### config.mk
export PLATFORM = sky130hd
export DESIGN_NAME = imu_frame_scheduler
export DESIGN_NICKNAME = d
export VERILOG_FILES = /design/src/rtl/imu_pkg.sv /design/src/rtl/period_tick.sv /design/src/rtl/imu_frame_scheduler.sv
export SDC_FILE = /design/constraint.sdc
export NUM_CORES = 1
export LEC_CHECK = 0
export CAP_MARGIN = 5
export CELL_PAD_IN_SITES_DETAIL_PLACEMENT = 1
export CELL_PAD_IN_SITES_GLOBAL_PLACEMENT = 1
export CORE_MARGIN = 3
export CORE_UTILIZATION = 37
export DETAILED_ROUTE_END_ITERATION = 10
export PLACE_DENSITY_LB_ADDON = 0.1
export SLEW_MARGIN = 15
export SYNTH_ARGS = -nofsm -noshare
export SYNTH_HDL_FRONTEND = slang
export SYNTH_SLANG_ARGS = --single-unit
### constraint.sdc
create_clock -name clk -period 3.09 [get_ports clk]
set_input_delay 0.618 -clock clk [delete_from_list [all_inputs] [get_ports clk]]
set_output_delay 0.618 -clock clk [all_outputs]
set_load 0.05 [all_outputs]
### src/rtl/imu_pkg.sv
// Shared state encoding, frame constants and byte selection for the IMU frame scheduler.
package imu_pkg;

  typedef enum logic [1:0] {
    S_IDLE = 2'd0,
    S_LOAD = 2'd1,
    S_SEND = 2'd2,
    S_WAIT = 2'd3
  } state_e;

  localparam int unsigned NUM_CH    = 3;
  localparam int unsigned FRAME_LEN = 7;
  localparam int unsigned IDX_W     = 3;
  localparam int unsigned WORD_W    = 32;

  localparam logic [IDX_W-1:0] LAST_IDX = IDX_W'(FRAME_LEN - 1);

  localparam logic [7:0] CH_ID_GYRO     = 8'h01;
  localparam logic [7:0] CH_ID_TILT     = 8'h02;
  localparam logic [7:0] CH_ID_FILTERED = 8'h03;
  localparam logic [7:0] DEFAULT_HEADER = 8'h55;

  // Payload byte at frame position idx (1 = ID, 2..5 = word MSB first); header/checksum handled by caller.
  function automatic logic [7:0] data_byte(input logic [IDX_W-1:0] idx,
                                           input logic [1:0]       ch,
                                           input logic [WORD_W-1:0] word);
    logic [7:0] id;
    case (ch)
      2'd0:    id = CH_ID_GYRO;
      2'd1:    id = CH_ID_TILT;
      default: id = CH_ID_FILTERED;
    endcase
    case (idx)
      3'd1:    return id;
      3'd2:    return word[31:24];
      3'd3:    return word[23:16];
      3'd4:    return word[15:8];
      3'd5:    return word[7:0];
      default: return 8'h00;
    endcase
  endfunction

endpackage

### src/rtl/period_tick.sv
// Free-running 0..PERIOD counter that emits a one-cycle registered tick when the count equals PERIOD.
module period_tick #(
  parameter int unsigned         CNT_W  = 32,
  parameter logic [CNT_W-1:0]    PERIOD = CNT_W'(4999999)
) (
  input  logic clk,
  input  logic rst,
  output logic tick_o
);

  logic [CNT_W-1:0] cnt_q, cnt_d;
  logic             tick_q, tick_d;

  // tick_q tracks (cnt_q == PERIOD) by registering the comparison on the next count.
  always_comb begin
    cnt_d  = (cnt_q == PERIOD) ? '0 : cnt_q + CNT_W'(1);
    tick_d = (cnt_d == PERIOD);
  end

  always_ff @(posedge clk) begin
    if (rst) begin
      cnt_q  <= '0;
      tick_q <= (PERIOD == '0);
    end else begin
      cnt_q  <= cnt_d;
      tick_q <= tick_d;
    end
  end

  assign tick_o = tick_q;

endmodule

### src/rtl/imu_frame_scheduler.sv
// Periodic burst scheduler: serialises each enabled IMU channel as a 7-byte frame
// through the UART transmitter's is_send/is_done byte handshake.
module imu_frame_scheduler
  import imu_pkg::*;
#(
  parameter logic [31:0] PERIOD  = 32'd4999999,
  parameter logic [7:0]  HEADER  = DEFAULT_HEADER,
  parameter logic [19:0] TIMEOUT = 20'd1000000
) (
  input  logic                clk,
  input  logic                rst,
  input  logic [WORD_W-1:0]   data0,
  input  logic [WORD_W-1:0]   data1,
  input  logic [WORD_W-1:0]   data2,
  input  logic [NUM_CH-1:0]   ch_en,
  output logic [7:0]          uart_data,
  output logic                is_send,
  input  logic                is_done,
  output logic                busy,
  output logic                overrun,
  output logic                timeout_err
);

  localparam int unsigned TO_W = 20;

  state_e                         state_q, state_d;
  logic [NUM_CH-1:0][WORD_W-1:0]  snap_q, snap_d;
  logic [NUM_CH-1:0]              mask_q, mask_d;
  logic [1:0]                     ch_q, ch_d;
  logic [IDX_W-1:0]               idx_q, idx_d;
  logic [7:0]                     csum_q, csum_d;
  logic [TO_W-1:0]                tcnt_q, tcnt_d;
  logic [7:0]                     uart_data_q, uart_data_d;
  logic                           is_send_q, is_send_d;
  logic                           busy_q, busy_d;
  logic                           overrun_q, overrun_d;
  logic                           timeout_err_q, timeout_err_d;

  logic                           tick;
  logic [WORD_W-1:0]              cur_word;
  logic [IDX_W-1:0]               nxt_idx;
  logic [7:0]                     nxt_byte;

  period_tick #(
    .CNT_W  (32),
    .PERIOD (PERIOD)
  ) u_period_tick (
    .clk    (clk),
    .rst    (rst),
    .tick_o (tick)
  );

  always_comb begin
    case (ch_q)
      2'd0:    cur_word = snap_q[0];
      2'd1:    cur_word = snap_q[1];
      default: cur_word = snap_q[2];
    endcase
  end

  always_comb begin
    state_d       = state_q;
    snap_d        = snap_q;
    mask_d        = mask_q;
    ch_d          = ch_q;
    idx_d         = idx_q;
    csum_d        = csum_q;
    tcnt_d        = tcnt_q;
    uart_data_d   = uart_data_q;
    timeout_err_d = timeout_err_q;
    overrun_d     = overrun_q | (tick && (state_q != S_IDLE));
    nxt_idx       = idx_q + IDX_W'(1);
    nxt_byte      = data_byte(nxt_idx, ch_q, cur_word);

    unique case (state_q)
      S_IDLE: begin
        if (tick && (ch_en != '0)) begin
          snap_d  = {data2, data1, data0};
          mask_d  = ch_en;
          state_d = S_LOAD;
        end
      end
      S_LOAD: begin
        // Lowest pending channel first; mask & (mask-1) drops exactly that bit.
        for (int i = NUM_CH - 1; i >= 0; i--) begin
          if (mask_q[i]) ch_d = 2'(i);
        end
        mask_d      = mask_q & (mask_q - NUM_CH'(1));
        idx_d       = '0;
        csum_d      = '0;
        uart_data_d = HEADER;
        state_d     = S_SEND;
      end
      S_SEND: begin
        tcnt_d  = '0;
        state_d = S_WAIT;
      end
      S_WAIT: begin
        if (is_done) begin
          if (idx_q != LAST_IDX) begin
            idx_d       = nxt_idx;
            uart_data_d = (nxt_idx == LAST_IDX) ? csum_q : nxt_byte;
            csum_d      = csum_q + nxt_byte;
            state_d     = S_SEND;
          end else if (mask_q != '0) begin
            state_d = S_LOAD;
          end else begin
            state_d = S_IDLE;
          end
        end else if (tcnt_q == TIMEOUT - TO_W'(1)) begin
          timeout_err_d = 1'b1;
          mask_d        = '0;
          state_d       = S_IDLE;
        end else begin
          tcnt_d = tcnt_q + TO_W'(1);
        end
      end
    endcase

    is_send_d = (state_d == S_SEND);
    busy_d    = (state_d != S_IDLE);
  end

  always_ff @(posedge clk) begin
    if (rst) begin
      state_q       <= S_IDLE;
      snap_q        <= '0;
      mask_q        <= '0;
      ch_q          <= '0;
      idx_q         <= '0;
      csum_q        <= '0;
      tcnt_q        <= '0;
      uart_data_q   <= '0;
      is_send_q     <= 1'b0;
      busy_q        <= 1'b0;
      overrun_q     <= 1'b0;
      timeout_err_q <= 1'b0;
    end else begin
      state_q       <= state_d;
      snap_q        <= snap_d;
      mask_q        <= mask_d;
      ch_q          <= ch_d;
      idx_q         <= idx_d;
      csum_q        <= csum_d;
      tcnt_q        <= tcnt_d;
      uart_data_q   <= uart_data_d;
      is_send_q     <= is_send_d;
      busy_q        <= busy_d;
      overrun_q     <= overrun_d;
      timeout_err_q <= timeout_err_d;
    end
  end

  assign uart_data   = uart_data_q;
  assign is_send     = is_send_q;
  assign busy        = busy_q;
  assign overrun     = overrun_q;
  assign timeout_err = timeout_err_q;

endmodule

Word level (Yosys, flattened, before mapping)
Index checks and enable logic that the tools add are counted.
{"block": "op_classes", "n_reduce_logical": 17, "n_mux": 30, "n_eq_ne": 21, "n_bitwise": 3, "addsub": 5}
{"cell": "32-bit by 23-bit equality test with 1-bit output (second input constant)", "n": 2}
{"cell": "32-bit case mux with 2 select lines", "n": 1}
{"cell": "20-bit two-way mux", "n": 2}
{"cell": "8-bit two-way mux", "n": 5}
{"cell": "20-bit case mux with 2 select lines", "n": 1}
{"cell": "8-bit case mux with 5 select lines", "n": 1}
{"cell": "32-bit by 1-bit adder with 32-bit output (second input constant)", "n": 1}
{"cell": "32-bit two-way mux", "n": 1}
{"cell": "8-bit case mux with 2 select lines", "n": 2}
{"cell": "20-bit by 1-bit adder with 20-bit output (second input constant)", "n": 1}
{"cell": "20-bit equality test (second input constant)", "n": 1}
{"cell": "3-bit two-way mux", "n": 5}
{"cell": "2-bit two-way mux", "n": 7}
{"cell": "2-bit != test (second input constant)", "n": 6}
{"cell": "3-bit equality test (second input constant)", "n": 3}
{"cell": "3-bit case mux with 3 select lines", "n": 1}
{"cell": "3-bit AND reduction", "n": 3}
{"cell": "3-bit nonzero test", "n": 3}
{"cell": "8-bit adder", "n": 1}
{"cell": "2-bit case mux with 4 select lines", "n": 1}
{"cell": "2-bit nonzero test", "n": 4}
{"cell": "2-bit equality test (second input constant)", "n": 3}
{"cell": "3-bit by 2-bit equality test with 1-bit output (second input constant)", "n": 2}
{"cell": "3-bit case mux with 2 select lines", "n": 1}
{"cell": "other kinds (14)", "n": 18}
{"block": "totals", "ff_bits": 179, "inputBits": 102, "output_inout_bits": 12, "word_cells": 92}

Logic depth before layout (Yosys ltp)
{"block": "depth", "word_depth": 7, "depth_mapped": 16, "depth_no_buf": 16}

Cells and area by module
Synthesis repeated with hierarchy kept, for this count alone.
{"block": "hier_totals", "cells_unflattened": 1097, "hier_area_um2": 8753.4}
{"module": "imu_frame_scheduler", "n_inst": 1, "area_each_um2": 6839.1, "seq_area_each_um2": 2922.8, "cells_each": 874}
{"module": "period_tick", "n_inst": 1, "area_each_um2": 1914.3, "seq_area_each_um2": 660.6, "cells_each": 223}

Least setup slack after synthesis
No wires, ideal clock.
{"block": "synth_path", "path_kind": "register to register", "start": "register ch_q[0]", "end": "register csum_q[7]", "t_arrival_ns": 3.296, "required_time_ns": 3.016, "stages_incl_launch_ff": 15, "path_buffers": 2, "setup_ns": 0.074, "path_slack_ns": -0.281, "cell_sequence": "dfxtp_1 clkbuf_1 buf_1 mux2i_1 o221ai_1 a21oi_1 inv_1 ha_1 a21oi_1 nor2b_1 o31a_1 o41ai_1 xnor2_1 or4_1 o21ai_0"}
{"block": "synth_via", "elab_chain_len": 7}
{"element": "from (decl)", "line_no": "imu_frame_scheduler.sv:29", "source": "logic [1:0] ch_q, ch_d;"}
{"element": "from (signal assigned)", "line_no": "imu_frame_scheduler.sv:142", "source": "ch_q <= ch_d;"}
{"element": "2-bit by 1-bit equality test with 1-bit output or 2-bit zero test (tied branches)", "line_no": "imu_pkg.sv:28, imu_frame_scheduler.sv:54"}
{"element": "32-bit case mux with 2 select lines or 2-bit case mux with 2 select lines (tied branches)", "line_no": "imu_frame_scheduler.sv:54, imu_pkg.sv:28"}
{"element": "8-bit case mux with 5 select lines *", "line_no": "imu_pkg.sv:33", "source": "case (idx)"}
{"element": "8-bit adder *", "line_no": "imu_frame_scheduler.sv:103", "source": "csum_d = csum_q + nxt_byte;"}
{"element": "8-bit two-way mux *", "line_no": "imu_frame_scheduler.sv:100", "source": "if (idx_q != LAST_IDX) begin"}
{"element": "8-bit two-way mux *", "line_no": "imu_frame_scheduler.sv:99", "source": "if (is_done) begin"}
{"element": "8-bit case mux with 2 select lines *", "line_no": "imu_frame_scheduler.sv:75", "source": "unique case (state_q)"}
{"element": "to (signal assigned)", "line_no": "imu_frame_scheduler.sv:144", "source": "csum_q <= csum_d;"}
{"element": "to (decl)", "line_no": "imu_frame_scheduler.sv:31", "source": "logic [7:0] csum_q, csum_d;"}
Every way passes the cells marked *; elsewhere a longest branch is shown, timed or not. The select of a mux whose other input is x is not followed.
A chain may end at the register's enable or synchronous reset.

Worst setup path in the final report
{"block": "layout_path", "start": "register idx_q[0]", "end": "register csum_q[7]"}
{"block": "layout_via", "elab_chain_len": 7}
{"element": "from (decl)", "line_no": "imu_frame_scheduler.sv:30", "source": "logic [IDX_W-1:0] idx_q, idx_d;"}
{"element": "from (signal assigned)", "line_no": "imu_frame_scheduler.sv:143", "source": "idx_q <= idx_d;"}
{"element": "3-bit by 1-bit adder with 3-bit output", "line_no": "imu_frame_scheduler.sv:72", "source": "nxt_idx = idx_q + IDX_W'(1);"}
{"element": "3-bit equality test (tied with other cells)", "line_no": "imu_pkg.sv:33"}
{"element": "8-bit case mux with 5 select lines", "line_no": "imu_pkg.sv:33"}
{"element": "8-bit adder", "line_no": "imu_frame_scheduler.sv:103"}
{"element": "8-bit two-way mux", "line_no": "imu_frame_scheduler.sv:100"}
{"element": "8-bit two-way mux", "line_no": "imu_frame_scheduler.sv:99"}
{"element": "8-bit case mux with 2 select lines", "line_no": "imu_frame_scheduler.sv:75"}
Several ways; a longest one is shown, not always the timed one. The select of a mux whose other input is x is not followed.

==> results.toml <==
[routing]
vias = 7509
routedWlPerCell_um = 16.43
viasPerCell = 5.133
dr.pass1.iters = 5
drt-initial-drc-count = 353
drc = 0
ant_nets = 0
wirelength_mm = 24.03

[grt]
grt_pass1_vias = 7441
use_met1_pct = 28.54
grt_max_degree = 79
antenna_found_initial = 0
overflow = 0
grt_pass1_wl_mm = 38.55
grt_use_met2_pct = 30.49
track_usage_pct = 19.54
grt_busiest_layer = "met2"
grtUsageMet3_pct = 3.412

[pwr]
p_total_mw = 4.772
leakagePower_nw = 3.633
powerDensity_nw_per_um2 = 450.3
vdd_drop_max_mv = 0.2803

[critical_path]
startpoint_type = "flip-flop"
arrival_ns = 3.37
crit_chain = "buf_4 -> inv_1 -> ha_2 -> a21oi_1 -> o221ai_1 -> a21oi_2 -> inv_1 -> ha_1 -> a21oi_2 -> nor2b_1 -> o31a_1 -> o41ai_2 -> xnor2_1 -> or4_1 -> o21ai_0"
cp_max_fo = 6
crit_family = "compound AO/OA/AOI/OAI gates"
critical_path_class = "reg -> reg"
cp-end-kind = "flip-flop"
cp_num_buf_inv = 3
critical-path-max-stage-delay_ns = 0.40
critPathSlowestCell = "or4_1"
cp.required_ns = 3.44

[synthesis]
yosysMostFrequentCell = "nand2_1"
synth.net_count = 1178
syn_avg_cell_area_um2 = 7.855
yosysTopAreaCell = "dfxtp_1"
synth-warning-count = 0
synth_commonest_cells = "267 x nand2_1, 179 x dfxtp_1, 126 x a21oi_1"
synth_flop_cell = "dfxtp_1"
synth-seq-area-share_pct = 43.00
synth_edf_count = 0
synth.distinct_cells = 61
syn_area_um2 = 8334
synth_area_leaders = "dfxtp_1 43%, nand2_1 12%, a21oi_1 7.6%, mux2i_1 4.4%, nor2_1 4.1%"
synth_top_area_share_pct = 43.00
synth_seq_cells = 179
synthArstFlopShare_pct = 0
synth_cells = 1061

[flow_run]
maxCapViolCount = 0

[cells_and_area]
num_antenna_cells = 0
fillers = 2639
fin_cells = 1463
area_growth_syn_to_layout_pct = 27.16
final_area_um2 = 10600
drive_gt1_share_pct = 8.707
layout.nets = 1287

[clock_network]
htreeDepth = 4
insertion_delay_ns = 0.43
cts_tree = "built"
cts_max_path_buffers = 2
path_clk_slew_ns = 0.07
cts.sinks = 179
holdBufCountCts = 0
cts.root.buffer_cell = "clkbuf_16"
numCtsBuffers = 17

[place]
numPortBuffers = 113
dpl.hpwl_mm = 17.91
post-place-ws_ns = -0.04624
placed_cell_area_um2 = 9918
gp_congestion = 0.8286
place_inst = 1429

[hold_path]
hold_path.class = "reg -> reg"

[run_status]
outcome = "completed"

[sta]
finalSetupTns_ns = 0
drv_slew = 0
finClkSkew_ns = 0.01107
min_period_over_period_pct = 97.64
post-route-min-period_ns = 3.017
rsz0062_at_grt = "yes"
hold_viol = 0
finalSetupViolCount = 0
fin_ws_ns = 0.07291
maxSlewHeadroom_pct = 44.39
max_freq_mhz = 331.4
tightest_slew_ns = 0.8342

[floorplan]
start_util_pct = 37.95
chipHeight_um = 156.1
placementRows = 54
die_area_um2 = 24360
ios = 114
fp.coreArea_um2 = 21960
die_w_um = 156.1
==> kinds of logic after synthesis <==
family | share of synthesized area [%]
compound gates | 15.75
flops | 43.00
buf+inv | 3.768
mux | 4.579
simple gates | 25.42
fa+ha+maj | 2.342
xor+xnor | 5.149
==> flip-flops by register name, indices dropped and copies added, names as in the netlist <==
signal / cells
busy: 1
ch_q: 2
csum_q: 8
idx_q: 3
is_send: 1
mask_q: 3
overrun: 1
snap_q: 96
state_q: 2
tcnt_q: 20
timeout_err: 1
u_period_tick.cnt_q: 32
u_period_tick.tick_o: 1
uart_data: 8
==> final cells by class <==
| cell class | instances | area (um^2) | share of cell area (%) |
|---|---|---|---|
| tap | 280 | 350.3 | 3.306 |
| timing repair buffer | 153 | 1479 | 13.96 |
| inverter | 14 | 52.55 | 0.4959 |
| sequential | 179 | 3588 | 33.86 |
| multi-input combinational | 805 | 4518 | 42.63 |
| clock inverter | 15 | 183.9 | 1.736 |
| clock buffer | 17 | 425.4 | 4.014 |
==> worst paths after layout <==
path | depth (start not counted) | startpoint | slack, ns | end
max | 15 | idx_q[0] | 0.07 | csum_q[7]
min | 2 | snap_q[83] | 0.45 | snap_q[83]
max reg2reg | 15 | idx_q[0] | 0.07 | csum_q[7]
min reg2reg | 2 | snap_q[83] | 0.45 | snap_q[83]
==> power by group <==
part,leakage (nW),switching (mW),internal [mW]
Sequential,1.44,0.00431,2.31
Combinational,1.89,0.0701,0.125
Clock,0.301,1.03,1.23
==> layout by cell type (no fill, tap or decap), drive strengths merged, types with 13 or more instances in the layout <==
cell           instances
clkdlybuf4s50        112
nand4                 16
o21ai                 46
ha                    14
xnor2                 24
a21oi                126
nor3                  13
inv                   23
mux2i                 37
nand3                 16
dfxtp                179
buf                   41
a22oi                 18
clkbuf                17
xor2                  25
nand2                267
nor2                  93
==> worst reg2reg max path, cell delays in order (launching register included) <==
cell and delay (ns):
dfxtp_2 0.33, buf_4 0.12, inv_1 0.10, ha_2 0.25
a21oi_1 0.16, o221ai_1 0.15, a21oi_2 0.18, inv_1 0.06
ha_1 0.28, a21oi_2 0.14, nor2b_1 0.06, o31a_1 0.28
o41ai_2 0.24, xnor2_1 0.12, or4_1 0.40, o21ai_0 0.08
==> through the flow <==
step / util, % / hold WS [ns]
after floorplan: - / 0.4326
after global placement: 45.17 / 0.4438
after detailed placement: 45.17 / 0.4473
after CTS: 48.01 / 0.4571
after global routing: 48.26 / 0.4765
final: 48.26 / 0.4548
==> layer usage <==
metal,part of all wire [%],vias to the layer above
met5,0,-
met4,0.55,0
met3,3.8,9
met2,44,109
met1,51,3557
li1,-,3834
==> timing repair <==
action                     4_1_cts  5_1_grt
pin swaps                        1        3
setup endpoints to repair        2        4
resized for setup                3       12
buffers inserted                 1        1
No activity file was read; power rests on OpenSTA's default activity.
